$ cat src/rtl/reverse_rotor0_diff_if.sv
// Letter stream bundle for the rotor-0 return path.
// master drives the letter and position, slave returns the mapped letter.
interface reverse_rotor0_diff_if;
  logic       in_valid;
  logic [4:0] data_in;
  logic [4:0] position;
  logic [4:0] data_out;
  logic [4:0] index;
  logic       out_valid;

  modport master (
    output in_valid, data_in, position,
    input  data_out, index, out_valid
  );

  modport slave (
    input  in_valid, data_in, position,
    output data_out, index, out_valid
  );
endinterface

$ cat src/rtl/reverse_rotor0_diff.sv
// Enigma rotor I, reverse direction, for rotor slot 0.
// Wiring is held as per-contact offsets; one registered stage.
module reverse_rotor0_diff (
  input  logic                 clk,
  input  logic                 rst_n,
  reverse_rotor0_diff_if.slave bus
);

  function automatic logic [4:0] rdiff(input logic [4:0] i);
    logic [4:0] r;
    r = 5'd0;
    case (i)
      5'd0:  r = 5'd20;
      5'd1:  r = 5'd21;
      5'd2:  r = 5'd22;
      5'd3:  r = 5'd3;
      5'd4:  r = 5'd22;
      5'd5:  r = 5'd24;
      5'd6:  r = 5'd25;
      5'd7:  r = 5'd8;
      5'd8:  r = 5'd13;
      5'd9:  r = 5'd16;
      5'd10: r = 5'd17;
      5'd11: r = 5'd19;
      5'd12: r = 5'd16;
      5'd13: r = 5'd23;
      5'd14: r = 5'd24;
      5'd15: r = 5'd4;
      5'd16: r = 5'd17;
      5'd17: r = 5'd6;
      5'd18: r = 5'd0;
      5'd19: r = 5'd18;
      5'd20: r = 5'd23;
      5'd21: r = 5'd13;
      5'd22: r = 5'd17;
      5'd23: r = 5'd19;
      5'd24: r = 5'd16;
      5'd25: r = 5'd10;
      default: r = 5'd0;
    endcase
    return r;
  endfunction

  logic [4:0] d;
  logic [4:0] p;
  logic [6:0] sum;
  logic [4:0] idx;
  logic [6:0] t;
  logic [6:0] t1;
  logic [4:0] out;

  always_comb begin
    d   = (bus.data_in  >= 5'd26) ? bus.data_in  - 5'd26 : bus.data_in;
    p   = (bus.position >= 5'd26) ? bus.position - 5'd26 : bus.position;
    sum = {2'b00, d} + {2'b00, p};
    idx = (sum >= 7'd26) ? 5'(sum - 7'd26) : sum[4:0];
    // +26 keeps the subtraction of p non-negative; result is below 78
    t   = {2'b00, idx} + {2'b00, rdiff(idx)} + 7'd26 - {2'b00, p};
    t1  = (t >= 7'd52) ? t - 7'd52 : t;
    out = (t1 >= 7'd26) ? 5'(t1 - 7'd26) : t1[4:0];
  end

  always_ff @(posedge clk) begin
    if (!rst_n) begin
      bus.data_out  <= 5'd0;
      bus.index     <= 5'd0;
      bus.out_valid <= 1'b0;
    end else begin
      bus.out_valid <= bus.in_valid;
      if (bus.in_valid) begin
        bus.data_out <= out;
        bus.index    <= idx;
      end
    end
  end

endmodule

$ cat src/flat_wrapper.sv
// flat-port wrapper written by rule: the top's interface ports become plain ports
module reverse_rotor0_diff_flat 
  (clk, rst_n, bus_in_valid, bus_data_in, bus_position, bus_data_out, bus_index, bus_out_valid);
  reverse_rotor0_diff_if bus_i ();
  input  logic clk;
  input  logic rst_n;
  input wire logic [$bits(bus_i.in_valid)-1:0] bus_in_valid;
  input wire logic [$bits(bus_i.data_in)-1:0] bus_data_in;
  input wire logic [$bits(bus_i.position)-1:0] bus_position;
  output wire logic [$bits(bus_i.data_out)-1:0] bus_data_out;
  output wire logic [$bits(bus_i.index)-1:0] bus_index;
  output wire logic [$bits(bus_i.out_valid)-1:0] bus_out_valid;
  assign bus_i.in_valid = bus_in_valid;
  assign bus_i.data_in = bus_data_in;
  assign bus_i.position = bus_position;
  assign bus_data_out = bus_i.data_out;
  assign bus_index = bus_i.index;
  assign bus_out_valid = bus_i.out_valid;
  reverse_rotor0_diff u_core (.clk(clk), .rst_n(rst_n), .bus(bus_i));
endmodule
$ cat config.mk
export PLATFORM = sky130hd
export DESIGN_NAME = reverse_rotor0_diff_flat
export DESIGN_NICKNAME = d
export VERILOG_FILES = /design/src/rtl/reverse_rotor0_diff_if.sv /design/src/rtl/reverse_rotor0_diff.sv /design/src/flat_wrapper.sv
export SDC_FILE = /design/constraint.sdc
export NUM_CORES = 1
export LEC_CHECK = 0
export BUFFER_PORTS_ARGS = -buffer_cell sky130_fd_sc_hd__clkbuf_2
export CAP_MARGIN = 25
export CELL_PAD_IN_SITES_DETAIL_PLACEMENT = 1
export CELL_PAD_IN_SITES_GLOBAL_PLACEMENT = 1
export CORE_ASPECT_RATIO = 0.5
export CORE_MARGIN = 1.5
export CORE_UTILIZATION = 48
export CTS_CLUSTER_DIAMETER = 80
export CTS_CLUSTER_SIZE = 16
export DETAILED_ROUTE_END_ITERATION = 8
export MAX_ROUTING_LAYER = met4
export PLACE_DENSITY_LB_ADDON = 0.25
export SYNTH_ARGS = -nofsm -noshare
export SYNTH_HDL_FRONTEND = slang
export SYNTH_SLANG_ARGS = --single-unit
$ cat constraint.sdc
create_clock -name clk -period 17 [get_ports clk]
set_clock_uncertainty 0.05 [all_clocks]
set_input_delay 1.7 -clock clk [delete_from_list [all_inputs] [get_ports clk]]
set_output_delay 1.7 -clock clk [all_outputs]
set_load 0.02 [all_outputs]
# ---- Word level (Yosys, flattened, before mapping)
# Memory sizes are Yosys's and may differ from the RTL's.
# Cells that the tools add are included.
dict set report op_classes {
  n_lt_le_gt_ge 5
  muxes 5
  add_sub_neg 9
}
# cell n
set op_table {}
lappend op_table {{5-bit 2-to-1 mux} 4}
lappend op_table {{5-bit subtractor, second input constant} 4}
lappend op_table {{5-bit by 5-bit adder with 6-bit output} 2}
lappend op_table {{5-bit >= comparator, second input constant} 2}
lappend op_table {{7-bit by 5-bit adder with 7-bit output, second input constant} 1}
lappend op_table {{7-bit by 5-bit >= comparator with 1-bit output, second input constant} 1}
lappend op_table {{7-bit by 6-bit >= comparator with 1-bit output, second input constant} 1}
lappend op_table {{7-bit 2-to-1 mux} 1}
lappend op_table {{7-bit by 5-bit subtractor with 7-bit output} 1}
lappend op_table {{7-bit by 6-bit subtractor with 7-bit output, second input constant} 1}
lappend op_table {{6-bit by 5-bit >= comparator with 1-bit output, second input constant} 1}
dict set report word_totals {
  mem_count 1
  out_inout_bits 11
  in_bits 13
  ff_bits 11
  romBits 160
}
# memory words word_bits read_ports rd_ports_with_merged_regs write_ports line
set mem_list {}
lappend mem_list {{(no name shown)} 32 5 1 0 0 reverse_rotor0_diff.sv:12} ;# case (i)

# ---- Logic depth before layout (Yosys ltp)
# An unclocked memory read counts as a cell.
dict set report logic_depth {
  word_depth 13
  ltp_mapped 41
  mapped_depth_nobuf 41
}

# ---- Worst setup path before layout
# No wires, ideal clock.
dict set report synth_timing {
  path_type {in2reg}
  from {in bus_position[1]}
  to {reg u_core.bus.data_out[4]}
  setup_slack_ns 8.602
  arrival_ns 8.274
  n_path_buf 0
  stages 38
  setup_ns 0.074
  path_cell_list {inv_1 > ha_1 > a211o_2 > nand2_1 > ha_1 > a21o_1 > a21oi_1 > nor2b_1 > or2_2 > nor2_1 > o311ai_1 > nand2_1 > ha_1 > inv_1 > nor3_2 > nor3_1 > a221oi_1 > ha_1 > (+2 left out) > inv_1 > a21o_1 > a21oi_1 > xor2_1 > ha_1 > inv_1 > ha_1 > nand2_1 > o21ai_1 > xor2_1 > nand2_1 > xor2_1 > ha_1 > inv_1 > a311oi_1 > o21ai_1 > a31o_1 > a31oi_1}
}
dict set report synth_via {
  elab_chain_cells 13
  word_cells_on_any_way 17
  cone_classes {add/sub: 8; order compare: 4; mux: 4; memory: 1}
}
# element line
set synth_rtl {}
lappend synth_rtl {{start, declared} flat_wrapper.sv:9} ;# input wire logic [$bits(bus_i.position)-1:0] bus_position;
lappend synth_rtl {{5-bit subtractor or 5-bit >= comparator (tied branches)} reverse_rotor0_diff.sv:54} ;# p = (bus.position >= 5'd26) ? bus.position - 5'd26 : bus.position;
lappend synth_rtl {{5-bit 2-to-1 mux (*)} reverse_rotor0_diff.sv:54}
lappend synth_rtl {{5-bit by 5-bit adder with 6-bit output} reverse_rotor0_diff.sv:55} ;# sum = {2'b00, d} + {2'b00, p};
lappend synth_rtl {{5-bit subtractor or 6-bit by 5-bit >= comparator with 1-bit output (tied branches)} reverse_rotor0_diff.sv:56} ;# idx = (sum >= 7'd26) ? 5'(sum - 7'd26) : sum[4:0];
lappend synth_rtl {{5-bit 2-to-1 mux} reverse_rotor0_diff.sv:56}
lappend synth_rtl {{memory read 32 x 5 bit} -}
lappend synth_rtl {{5-bit by 5-bit adder with 6-bit output} reverse_rotor0_diff.sv:58} ;# t = {2'b00, idx} + {2'b00, rdiff(idx)} + 7'd26 - {2'b00, p};
lappend synth_rtl {{7-bit by 5-bit adder with 7-bit output} reverse_rotor0_diff.sv:58}
lappend synth_rtl {{7-bit by 5-bit subtractor with 7-bit output (*)} reverse_rotor0_diff.sv:58}
lappend synth_rtl {{7-bit by 6-bit subtractor with 7-bit output or 7-bit by 6-bit >= comparator with 1-bit output (tied branches)} reverse_rotor0_diff.sv:59} ;# t1 = (t >= 7'd52) ? t - 7'd52 : t;
lappend synth_rtl {{7-bit 2-to-1 mux (*)} reverse_rotor0_diff.sv:59}
lappend synth_rtl {{7-bit by 5-bit >= comparator with 1-bit output or 5-bit subtractor (tied branches)} reverse_rotor0_diff.sv:60} ;# out = (t1 >= 7'd26) ? 5'(t1 - 7'd26) : t1[4:0];
lappend synth_rtl {{5-bit 2-to-1 mux (*)} reverse_rotor0_diff.sv:60}
lappend synth_rtl {{end signal, assigned} reverse_rotor0_diff.sv:71} ;# bus.data_out <= out;
lappend synth_rtl {{end, declared} reverse_rotor0_diff_if.sv:18} ;# output data_out, index, out_valid
# Mark *: on every way between the ends. The rest lies on a longest branch, timed or not.
# A chain may end at the register's enable or synchronous reset.

# ---- Final worst setup path
# Ends and elaborated chain as after synthesis.

==> results.py <==
metrics = {
    "clocking": {
        "clk_pin_slew_worst_paths_ps": 50,
        "cts_resized": 0,
        "root_buffer": "clkbuf_8",
        "cts_setup_buffers": 0,
        "numCtsBuffers": 3,
        "cts_buffer_depth": 2,
        "htree_levels": 1,
        "cts.sinks": 11,
        "cts_hold_buf": 0,
        "cts_tree": "yes",
        "clkLatencyLatePin_ps": 240,
    },
    "timing": {
        "period_share_pct": 55.2,
        "finalMaxSlewViolations": 0,
        "rsz0062_at_grt": "no",
        "setup_violations": 0,
        "max_slew.worst_pin.slew_ps": 553,
        "relSlewSlack_pct": 62.8,
        "fmax_mhz": 107,
        "hold_ws_ps": 426,
        "hold_violations": 0,
        "period_needed_ps": 9390,
        "fin_tns_setup_ps": 0,
    },
    "route": {
        "num_vias": 2088,
        "drt-initial-drc-count": 51,
        "vias_per_cell": 6.03,
        "wirelength_um": 5750,
        "ant_nets": 0,
        "route.detailed.drc": 0,
        "drt-wirelength-per-cell_um": 16.6,
        "first_pass_iters": 4,
    },
    "floorplanning": {
        "start_util_pct": 51.9,
        "rows": 16,
        "die_y_um": 49.8,
        "dieArea_um2": 4800,
        "io_pins": 24,
        "floorplan.core_area_um2": 4040,
        "fp.dieW_um": 96.5,
    },
    "setup_path": {
        "required_ps": 17120,
        "cp.arrival_ps": 9510,
        "slowest_stage": "xor2_1",
        "path_class": "in -> reg",
        "reg2reg_slack_ps": 16210,
        "cp_max_fo": 8,
        "slowest_delay_ps": 460,
        "start_kind": "primary input",
        "crit_path_end_kind": "flip-flop",
    },
    "synth": {
        "synthArstFlopShare_pct": 0,
        "synth_edf_count": 0,
        "synth_nets": 316,
        "synthCells": 269,
        "synth-seq-cells": 11,
        "syn_avg_cell_area_um2": 7.80,
        "yosysWarnings": 0,
        "ys_types": 68,
        "synth-main-ff-cell": "dfxtp_1",
        "synthesis.area_um2": 2100,
        "seq_area_frac_synth_pct": 10.5,
    },
    "hold_path": {
        "hold_class": "reg -> reg",
    },
    "layout": {
        "area_delta_synth_final_pct": 10.1,
        "fin_nets": 340,
        "drive_above_1_share_pct": 15.8,
        "antenna_cells": 0,
    },
    "place": {
        "place.port_buffers": 23,
        "dp_hpwl_um": 4770,
        "gp_congestion": 0.967,
    },
    "grt": {
        "grt_pass1_vias": 2133,
        "grt_use_total_pct": 26.2,
        "grt_max_degree": 20,
        "grt_pass1_wl_um": 9680,
        "grt_overflow": 0,
        "antenna_found_initial": 0,
    },
    "outcome": {
        "status": "completed",
    },
    "run": {
        "maxCapViolations": 0,
    },
}
==> metrics by stage <==
| stage | util (%) | std cells | area, um2 | setup WS [ps] |
|---|---|---|---|---|
| 2_1_floorplan | - | 269 | 2100 | 8600 |
| 3_3_place_gp | 56.0 | 342 | 2270 | 7770 |
| 3_5_place_dp | 56.0 | 342 | 2270 | 7460 |
| 4_1_cts | 57.1 | 346 | 2310 | 7680 |
| 5_1_grt | 57.1 | 346 | 2310 | 6850 |
| 6_report | 57.1 | 346 | 2310 | 7610 |
==> area by class of cell <==
class | instances | area, um2
inverter | 32 | 121
timing repair buffer | 23 | 115
sequential | 11 | 220
multi-input combinational | 222 | 1740
tap | 54 | 67.6
fill | 525 | 1730
clock buffer | 4 | 45.0
==> final timing paths <==
check / startpoint / to / cells after the start
max reg2reg: u_core.bus.data_out[2] / u_core.bus.data_out[2] / 2
min reg2reg: u_core.bus.index[1] / u_core.bus.index[1] / 1
max: bus_position[1] / u_core.bus.data_out[4] / 40
min: u_core.bus.index[1] / u_core.bus.index[1] / 1
==> synthesized netlist by cell type (4+ instances only) <==
| cell | count | share of area, % |
|---|---|---|
| a21o_1 | 7 | 2.5 |
| a21oi_1 | 21 | 5.0 |
| a31oi_1 | 4 | 1.2 |
| clkbuf_1 | 4 | 0.72 |
| dfxtp_1 | 11 | 10 |
| ha_1 | 31 | 18 |
| inv_1 | 30 | 5.4 |
| mux2i_1 | 4 | 1.9 |
| nand2_1 | 24 | 4.3 |
| nand3_1 | 4 | 0.95 |
| nand4_1 | 4 | 1.2 |
| nor2_1 | 13 | 2.3 |
| nor2b_1 | 5 | 1.5 |
| nor3_1 | 7 | 1.7 |
| o211a_1 | 5 | 2.4 |
| o21ai_0 | 12 | 2.9 |
| o21ai_1 | 5 | 1.2 |
| xnor2_1 | 4 | 1.7 |
| xor2_1 | 7 | 2.9 |
==> layer usage <==
metal	vias up	GRT usage, %	part of all wire, %
li1	1040	-	-
met1	997	32.7	48
met2	42	45.9	48
met3	9	2.62	3.1
met4	0	5.31	1.1
met5	-	-	0
==> worst max-delay path: cells and delay by family <==
kind            cells  cell delay (ps)
compound gates     13             2510
xor+xnor            3              960
fa+ha+maj           7             1840
buf+inv             7              560
simple gates       10             1900
==> cell families (layout without fill, tap and decap cells) <==
logic type	Yosys count	after routing	synth area share (%)
mux	7	7	3.70
compound gates	93	93	33.5
fa+ha+maj	34	34	21.3
simple gates	77	77	19.9
xor+xnor	11	11	4.59
buf+inv	36	59	6.50
flops	11	11	10.5
==> cells in the final DEF, fill, tap and decap left out, types with 5 or more instances in the layout <==
cell and n:
xor2_1 7, clkbuf_2 23, nor2b_1 5, nor2_1 13
o211a_1 5, inv_1 30, o21ai_1 5, a21oi_1 21
o21ai_0 12, nand2_1 24, nor3_1 7, a21o_1 7
dfxtp_1 11, ha_1 31
==> state kept, by name (all words and copies together) (netlist names) <==
name and flops:
u_core.bus.data_out 5, u_core.bus.out_valid 1, u_core.bus.index 5
Power is not shown: default switching activity piles up to over one toggle a cycle in this logic, so the estimate is an artifact.
